==> src/rtl/lcd_interval_timer_if.sv <==
// lcd_interval_timer_if
//   Control/status bundle between an LCD sequencing FSM (master) and one
//   lcd_interval_timer instance (slave).
//   master drives : start, abort, enable, periodic, load_val, prescale
//   slave drives  : busy, done, count
//   CNT_W sets the width of load_val/count, PRE_W the width of prescale.
interface lcd_interval_timer_if #(
    parameter int CNT_W = 26,
    parameter int PRE_W = 8
);
    logic             start;
    logic             abort;
    logic             enable;
    logic             periodic;
    logic [CNT_W-1:0] load_val;
    logic [PRE_W-1:0] prescale;
    logic             busy;
    logic             done;
    logic [CNT_W-1:0] count;

    modport master (
        output start, abort, enable, periodic, load_val, prescale,
        input  busy, done, count
    );

    modport slave (
        input  start, abort, enable, periodic, load_val, prescale,
        output busy, done, count
    );
endinterface

==> src/rtl/lcd_interval_timer.sv <==
// lcd_interval_timer
//   Programmable interval timer for LCD power-up waits, command delays and
//   refresh periods. One-shot or auto-reload, with a clock prescaler.
//   Period = (load_val+1)*(prescale+1) enabled clocks.
// Ports
//   clk   : system clock, rising edge
//   reset : asynchronous, active-high; clears all state
//   bus   : lcd_interval_timer_if.slave
//           start    - one-cycle request: latch load_val/prescale/periodic, (re)start
//           abort    - stop at once, back to IDLE, no done (beats start)
//           enable   - 0 pauses prescaler and count
//           periodic - 0 one-shot, 1 auto-reload (latched at start)
//           load_val - terminal count TC
//           prescale - tick divider minus one
//           busy     - 1 while running
//           done     - one-cycle pulse when count wraps TC -> 0
//           count    - current count, 0..TC
module lcd_interval_timer #(
    parameter int CNT_W = 26,
    parameter int PRE_W = 8
) (
    input  logic                   clk,
    input  logic                   reset,
    lcd_interval_timer_if.slave    bus
);

    typedef enum logic {
        IDLE = 1'b0,
        RUN  = 1'b1
    } state_t;

    state_t           state_q,   state_d;
    logic [CNT_W-1:0] count_q,   count_d;
    logic [PRE_W-1:0] pre_cnt_q, pre_cnt_d;   // running prescaler
    logic [CNT_W-1:0] tc_q,      tc_d;        // latched terminal count
    logic [PRE_W-1:0] pre_q,     pre_d;       // latched prescale value
    logic             mode_q,    mode_d;      // latched periodic flag
    logic             done_q,    done_d;

    // NOTE: every variable gets its hold/default value first, so no path
    // through the branches below can leave one unassigned and infer a latch.
    always_comb begin
        state_d   = state_q;
        count_d   = count_q;
        pre_cnt_d = pre_cnt_q;
        tc_d      = tc_q;
        pre_d     = pre_q;
        mode_d    = mode_q;
        done_d    = 1'b0;

        if (bus.abort) begin
            // abort outranks start: a simultaneous start is dropped
            state_d   = IDLE;
            count_d   = '0;
            pre_cnt_d = '0;
        end else if (bus.start) begin
            // identical reload from IDLE or RUN; a restart emits no done
            state_d   = RUN;
            count_d   = '0;
            pre_cnt_d = '0;
            tc_d      = bus.load_val;
            pre_d     = bus.prescale;
            mode_d    = bus.periodic;
        end else if (state_q == RUN && bus.enable) begin
            if (pre_cnt_q == pre_q) begin
                pre_cnt_d = '0;
                if (count_q == tc_q) begin
                    // explicit compare against TC, so TC = all-ones wraps to
                    // 0 on the same edge as the natural overflow would
                    count_d = '0;
                    done_d  = 1'b1;
                    if (!mode_q) begin
                        state_d = IDLE;
                    end
                end else begin
                    count_d = count_q + CNT_W'(1);
                end
            end else begin
                pre_cnt_d = pre_cnt_q + PRE_W'(1);
            end
        end
    end

    // NOTE: sequential state uses non-blocking assignments so every flop
    // samples the pre-edge values regardless of statement order.
    always_ff @(posedge clk or posedge reset) begin
        if (reset) begin
            state_q   <= IDLE;
            count_q   <= '0;
            pre_cnt_q <= '0;
            tc_q      <= '0;
            pre_q     <= '0;
            mode_q    <= 1'b0;
            done_q    <= 1'b0;
        end else begin
            state_q   <= state_d;
            count_q   <= count_d;
            pre_cnt_q <= pre_cnt_d;
            tc_q      <= tc_d;
            pre_q     <= pre_d;
            mode_q    <= mode_d;
            done_q    <= done_d;
        end
    end

    // busy is a direct decode of the one-bit state flop, so it stays glitch-free
    // and falls on the same edge that raises a one-shot done
    assign bus.busy  = (state_q == RUN);
    assign bus.done  = done_q;
    assign bus.count = count_q;

endmodule

==> src/flat_wrapper.sv <==
// flat-port wrapper written by rule: the top's interface ports become plain ports
module lcd_interval_timer_flat 
#(
    parameter int CNT_W = 26,
    parameter int PRE_W = 8
)
  (clk, reset, bus_start, bus_abort, bus_enable, bus_periodic, bus_load_val, bus_prescale, bus_busy, bus_done, bus_count);
  lcd_interval_timer_if #(.CNT_W(CNT_W), .PRE_W(PRE_W)) bus_i ();
  input  logic clk;
  input  logic reset;
  input wire logic [$bits(bus_i.start)-1:0] bus_start;
  input wire logic [$bits(bus_i.abort)-1:0] bus_abort;
  input wire logic [$bits(bus_i.enable)-1:0] bus_enable;
  input wire logic [$bits(bus_i.periodic)-1:0] bus_periodic;
  input wire logic [$bits(bus_i.load_val)-1:0] bus_load_val;
  input wire logic [$bits(bus_i.prescale)-1:0] bus_prescale;
  output wire logic [$bits(bus_i.busy)-1:0] bus_busy;
  output wire logic [$bits(bus_i.done)-1:0] bus_done;
  output wire logic [$bits(bus_i.count)-1:0] bus_count;
  assign bus_i.start = bus_start;
  assign bus_i.abort = bus_abort;
  assign bus_i.enable = bus_enable;
  assign bus_i.periodic = bus_periodic;
  assign bus_i.load_val = bus_load_val;
  assign bus_i.prescale = bus_prescale;
  assign bus_busy = bus_i.busy;
  assign bus_done = bus_i.done;
  assign bus_count = bus_i.count;
  lcd_interval_timer #(.CNT_W(CNT_W), .PRE_W(PRE_W)) u_core (.clk(clk), .reset(reset), .bus(bus_i));
endmodule
==> config.mk <==
export PLATFORM = sky130hd
export DESIGN_NAME = lcd_interval_timer_flat
export DESIGN_NICKNAME = d
export VERILOG_FILES = /design/src/rtl/lcd_interval_timer_if.sv /design/src/rtl/lcd_interval_timer.sv /design/src/flat_wrapper.sv
export SDC_FILE = /design/constraint.sdc
export NUM_CORES = 1
export LEC_CHECK = 0
export CORE_MARGIN = 4
export CORE_UTILIZATION = 38
export DETAILED_ROUTE_END_ITERATION = 8
export PLACE_DENSITY = 0.58
export SLEW_MARGIN = 20
export SYNTH_ARGS = -nofsm -noshare
export SYNTH_HDL_FRONTEND = slang
export SYNTH_SLANG_ARGS = --single-unit
==> constraint.sdc <==
create_clock -name clk -period 2.65 [get_ports clk]
set_input_delay 0.6625 -clock clk [delete_from_list [all_inputs] [get_ports clk]]
set_output_delay 0.6625 -clock clk [all_outputs]
set_load 0.05 [all_outputs]
==> flow_summary.json, run 1 <==
{
  "status": "complete, no violations",
  "finalClockSkew_ns": 0.01029,
  "ant_nets": 0,
  "grt_pass1_vias": 2830,
  "start_util": 0.3894,
  "ys_warn_count": 0,
  "die_h_microns": 105.3,
  "critical_path_class": "flop to flop",
  "cts_tree": "done",
  "overflow": 0,
  "synth.top_cells.by_area": "dfrtp_1 49%, mux2_2 11%, xnor2_1 8.3%, nand2_1 3.7%, nand4_1 2.6%",
  "synthTopCellsByCount": "71 x dfrtp_1, 35 x mux2_2, 35 x nand2_1",
  "ys_seq_area_frac": 0.4937,
  "swShare": 0.2466,
  "drc": 0,
  "insertedDiodeCount": 0,
  "drt-total-wl_microns": 8669,
  "max_freq_ghz": 0.4146,
  "finalSetupViolCount": 0,
  "antenna_found_initial": 0,
  "placed_cells": 532,
  "async_reset_ff_frac": 1.000,
  "cts_setup_buffers": 0,
  "cp.required_ns": 2.88,
  "holdBufCountCts": 0,
  "maxCapViolations": 0,
  "syn_avg_cell_area_sq_um": 10.74,
  "placed_cell_area_sq_um": 4508,
  "rsz0062_at_grt": "no",
  "p_int_mw": 1.742,
  "die_area_sq_um": 11090,
  "syn_inst": 335,
  "num_rows": 35,
  "yosys.area.top_type": "dfrtp_1",
  "critPathBufInv": 1,
  "clk_path_buf_depth": 2,
  "vias_per_cell": 5.130,
  "fin_area_sq_um": 4672,
  "detail_route.first_pass.iterations": 4,
  "period_share": 0.9103,
  "syn_to_final_growth_pct": 29.83,
  "cts_buffers": 9,
  "slowest_stage": "dfrtp_1",
  "netlist.area_leader.share": 0.4937,
  "p_switching_uw": 570.3,
  "tns_ns": 0,
  "nNetsFinal": 456,
  "grtUsageTotal": 0.1641,
  "routedWlPerCell_microns": 15.88,
  "synthDistinctLibCells": 40,
  "synth-edff-count": 0,
  "worstHoldPathType": "flop to flop",
  "start_kind": "flop",
  "netlist_area_sq_um": 3598,
  "vias": 2801,
  "cpPeakStageDelay_ns": 0.45,
  "slew_violations": 0,
  "synth_ff_type": "dfrtp_1",
  "clk_pin_slew_worst_paths_ns": 0.07,
  "gp_congestion": 0.8185,
  "worst-path-max-fanout": 13,
  "die_width_microns": 105.3,
  "cts_resized": 0,
  "crit_chain": "xnor2_1, nand4_1, nor4_1, buf_4, a21o_1, o21ai_0, a31o_2",
  "yosys_register_bits": 71,
  "drtIter0Drc": 136,
  "seqPwrFrac": 0.530,
  "drive_gt1_frac": 0.1847,
  "root_buffer": "clkbuf_8",
  "synth_nets": 377,
  "cp_top_family": "compound AO/OA/AOI/OAI gates",
  "arrival_ns": 2.64,
  "grt_pass1_wl_microns": 14460,
  "slew_headroom": 0.6538,
  "endpoint_kind": "flop",
  "cts_max_level": 3,
  "ios": 68,
  "clk_latency_ns": 0.34,
  "finalCriticalPeriod_ns": 2.412,
  "vdd.ir_drop.worst_v": 0.0002759,
  "hpwl_microns": 6199,
  "worst_pin_slew_ns": 0.5176,
  "io_buffers": 67,
  "grt_max_degree": 72,
  "yosysMostFrequentCell": "dfrtp_1",
  "pwr-share-clk": 0.326,
  "clock-sinks": 71,
  "hold_violations": 0,
  "core_area_sq_um": 9240,
  "finalPower_mw": 2.313,
  "p_comb_frac": 0.144,
  "leakagePower_nw": 1.754,
  "pwr_density_cell_nw_per_um2": 495.0,
  "stdcell_count": 546
}
-- layout by cell type (no fill, tap or decap), types with 2 or more instances in the layout --
cell type / synthesis / layout
dfrtp_1: 71 / 69
clkdlybuf4s50_1: 0 / 67
mux2_2: 35 / 35
nand2_1: 35 / 35
xnor2_1: 34 / 34
nand4_1: 15 / 15
nor2_1: 15 / 15
buf_4: 0 / 14
nand3_1: 12 / 12
clkbuf_8: 0 / 11
o21ai_0: 10 / 10
xor2_1: 9 / 9
a21oi_1: 8 / 8
and2_1: 8 / 8
o31ai_1: 6 / 6
a31oi_1: 6 / 6
nor3_1: 5 / 5
nor4_1: 5 / 5
or2_2: 5 / 5
o311ai_0: 5 / 5
a21o_1: 4 / 4
inv_1: 5 / 4
or3_1: 4 / 4
o41ai_1: 3 / 3
o2bb2a_1: 2 / 2
or4_4: 2 / 2
or4_1: 2 / 2
o2bb2ai_1: 2 / 2
ha_1: 2 / 2
clkbuf_1: 10 / 2
dfrtp_2: 0 / 2
-- cells by family (layout without fill, tap and decap cells) --
family,Yosys count,in the layout,synth area share
compound gates,53,53,0.1047
xor+xnor,43,43,0.1047
fa+ha+maj,2,2,0.006953
buf+inv,19,101,0.02121
flops,71,71,0.4937
mux,35,35,0.1095
simple gates,112,112,0.1592
-- power groups by stage --
stage | Sequential [mW] | Combinational (mW) | Clock (mW)
finish | 1.23 | 0.333 | 0.754
global route | 1.24 | 0.365 | 0.834
CTS | 1.23 | 0.340 | 0.784
detailed placement | 1.25 | 0.338 | 0
global placement | 1.24 | 0.335 | 0
floorplan | 1.24 | 0.205 | 0
-- state kept, by name, summed over array words and instances (netlist names) --
register / count
u_core.bus.count: 26
u_core.tc_q: 26
u_core.pre_cnt_q: 8
u_core.pre_q: 8
u_core.bus.busy: 1
u_core.bus.done: 1
u_core.mode_q: 1
-- area by class of cell --
| class | instances | area (sq um) |
|---|---|---|
| Clock buffer | 13 | 158.9 |
| Clock inverter | 1 | 5.005 |
| Fill cell | 882 | 4568 |
| Inverter | 5 | 18.77 |
| Multi-Input combinational cell | 245 | 1753 |
| Sequential cell | 71 | 1779 |
| Tap cell | 129 | 161.4 |
| Timing Repair Buffer | 82 | 795.8 |
-- worst paths after layout --
check	startpoint	to	slack (ns)	depth (start not counted)
hold / removal	u_core.tc_q[1]	u_core.tc_q[1]	0.53	1
max in group asynchronous	reset	u_core.bus.count[4]	1.61	3
hold reg to reg	u_core.tc_q[1]	u_core.tc_q[1]	0.53	1
setup / recovery	u_core.bus.count[21]	u_core.bus.count[8]	0.24	7
setup reg to reg	u_core.bus.count[21]	u_core.bus.count[8]	0.24	7
min in group asynchronous	reset	u_core.pre_q[2]	0.72	3
-- stage by stage --
| step | hold slack [ns] | util | setup slack (ns) |
|---|---|---|---|
| detailed placement | 0.5178 | 0.4879 | 0.1536 |
| floorplan | 0.4816 | - | 0.03257 |
| global route | 0.5489 | 0.5056 | 0.01435 |
| finish | 0.5286 | 0.5056 | 0.2378 |
| CTS | 0.5335 | 0.5056 | 0.1203 |
| global placement | 0.5115 | 0.4879 | 0.1789 |
-- metal layers --
layer	wire, microns	share of wire	vias up	track usage
li1	-	-	1360	-
met1	4175	0.48	1363	0.2323
met2	3919	0.45	73	0.2427
met3	521	0.060	5	0.05205
met4	53	0.0061	0	0.04217
met5	0	0	-	0
-- worst reg2reg max path: stages, from the launching register on --
cell	delay, ns
dfrtp_1	0.45
xnor2_1	0.28
nand4_1	0.16
nor4_1	0.44
buf_4	0.20
a21o_1	0.38
o21ai_0	0.16
a31o_2	0.23
No activity file was read; power rests on OpenSTA's default activity.
==> inputs of run 2 (changes only) <==
--- a/config.mk
+++ b/config.mk
@@ -5,10 +5,12 @@
 export SDC_FILE = /design/constraint.sdc
 export NUM_CORES = 1
 export LEC_CHECK = 0
+export CELL_PAD_IN_SITES_DETAIL_PLACEMENT = 1
+export CELL_PAD_IN_SITES_GLOBAL_PLACEMENT = 2
 export CORE_MARGIN = 4
-export CORE_UTILIZATION = 38
+export CORE_UTILIZATION = 33
 export DETAILED_ROUTE_END_ITERATION = 8
-export PLACE_DENSITY = 0.58
+export PLACE_DENSITY = 0.76
 export SLEW_MARGIN = 20
 export SYNTH_ARGS = -nofsm -noshare
 export SYNTH_HDL_FRONTEND = slang
==> run 2 against run 1 <==
Worst setup slack worse by 0.034 ns. Sequential power is essentially flat. Register-to-register slack better by 0.02 ns. Utilization fell by 5.0 points. Combinational power rose by 3%. Global-route usage fell by 1.1 points. Flip-flop and latch count unchanged. Hold slack is essentially flat. Critical endpoint is now bus_count[19].
==> flow_summary.json, run 2 (synthesis results as in run 1) <==
{
  "routedWlPerCell_microns": 16.92,
  "max_freq_ghz": 0.4087,
  "maxCapViolations": 0,
  "fill_cells": 1162,
  "rsz0062_at_grt": "no",
  "final_common_cell": "dfrtp_1",
  "worst-path-max-fanout": 9,
  "cpPeakStageDelay_ns": 0.92,
  "nNetsFinal": 458,
  "finalCriticalPeriod_ns": 2.447,
  "cts_buffers": 9,
  "hpwl_microns": 7011,
  "die_h_microns": 112.4,
  "pwr_density_cell_nw_per_um2": 535.5,
  "placed_cell_area_sq_um": 4544,
  "start_util": 0.3439,
  "io_buffers": 67,
  "drt-total-wl_microns": 9423,
  "grtUsageTotal": 0.1528,
  "syn_to_final_growth_pct": 32.51,
  "critPathBufInv": 1,
  "root_buffer": "clkbuf_8",
  "grt_pass1_vias": 2928,
  "slowest_stage": "clkdlybuf4s50_1",
  "overflow": 0,
  "cp.required_ns": 1.99,
  "vdd.ir_drop.worst_v": 0.0002698,
  "finalPower_mw": 2.553,
  "holdBufCountCts": 0,
  "drc": 0,
  "cp_top_family": "buffers and inverters",
  "arrival_ns": 1.78,
  "vias_per_cell": 5.129,
  "hold_path_depth": 1,
  "clk_pin_slew_worst_paths_ns": 0.07,
  "ios": 68,
  "clk_path_buf_depth": 2,
  "tns_ns": 0,
  "reg2reg_slack_ns": 0.26,
  "layout_setup_ws_ns": 0.2033,
  "ant_nets": 0,
  "finalSetupViolCount": 0,
  "final_cell_mix": "69 x dfrtp_1, 67 x clkdlybuf4s50_1, 35 x mux2_2, 35 x nand2_1, 34 x xnor2_1",
  "start_kind": "flop",
  "leakagePower_nw": 1.797,
  "preCtsSetupSlack_ns": 0.1346,
  "vias": 2857,
  "clock-sinks": 71,
  "r2r_cells": 6,
  "fin_area_sq_um": 4768,
  "antenna_found_initial": 0,
  "grt_pass1_wl_microns": 15450,
  "die_width_microns": 112.4,
  "insertedDiodeCount": 0,
  "slew_headroom": 0.6252,
  "status": "complete, no violations",
  "reg2reg_to": "u_core.bus.count[23]",
  "finalClockSkew_ns": 0.01039,
  "endpoint_kind": "output pin",
  "hold_violations": 0,
  "min_to": "u_core.tc_q[20]",
  "cts_resized": 0,
  "core_area_sq_um": 10460,
  "min_from": "u_core.tc_q[20]",
  "cts_setup_buffers": 0,
  "worstHoldPathType": "flop to flop",
  "drtIter0Drc": 76,
  "die_area_sq_um": 12640,
  "worst_pin_slew_ns": 0.5605,
  "cts_tree": "done",
  "clk_latency_ns": 0.34,
  "cts_max_level": 3,
  "num_rows": 37,
  "crit_chain": "clkdlybuf4s50_1",
  "drive_gt1_frac": 0.1924,
  "detail_route.first_pass.iterations": 4,
  "gp_congestion": 0.7988,
  "slew_violations": 0,
  "reg2reg_from": "u_core.bus.count[3]",
  "grt_max_degree": 42,
  "critical_path_class": "flop to output pin",
  "period_share": 0.9233
}
run 2: cell types whose count changed in the layout (fill, tap and decap cells not counted), sizes merged:
cell | previous run | this run
buf | 15 | 17
bufinv | 0 | 2
run 2: area by class of cell:
class	count	area (sq um)	area share
sequential	71	1779	0.3731
clock buffer	13	158.9	0.03332
inverter	5	18.77	0.003936
clock inverter	3	65.06	0.01364
multi-input combinational	245	1753	0.3676
tap	136	170.2	0.03569
timing repair buffer	84	823.3	0.1727
run 2: per-layer routing:
metal  global-route usage  share of wire  vias up
met5                    0              0        -
met3              0.03504          0.043       13
met4              0.04728          0.013        0
met2               0.2519           0.48       53
met1               0.2001           0.46     1426
li1                     -              -     1365
run 2: worst max path at each step:
| stage | from | to | slack, ns | cells past startpoint |
|---|---|---|---|---|
| floorplan | reset | u_core.bus.count[2] | 0.03 | 1 |
| global placement | bus_abort | u_core.bus.count[21] | 0.23 | 6 |
| detailed placement | bus_abort | u_core.bus.count[13] | 0.13 | 6 |
| CTS | u_core.bus.count[19] | bus_count[19] | 0.18 | 1 |
| global route | u_core.bus.count[3] | u_core.bus.count[23] | 0.12 | 6 |
| finish | u_core.bus.count[19] | bus_count[19] | 0.20 | 1 |
run 2: per-stage QoR:
step / std cells / utilization / hold slack (ns)
3_5_place_dp: 541 / 0.4343 / 0.5177
2_1_floorplan: 335 / - / 0.4816
3_3_place_gp: 541 / 0.4343 / 0.5117
6_report: 557 / 0.4558 / 0.5288
5_1_grt: 557 / 0.4558 / 0.5518
4_1_cts: 557 / 0.4558 / 0.5348
run 2: power breakdown:
part | leakage (nW) | switching (mW) | internal, mW
Clock | 0.114 | 0.403 | 0.582
Sequential | 0.908 | 0.0584 | 1.17
Combinational | 0.776 | 0.146 | 0.198
Total | 1.80 | 0.607 | 1.95
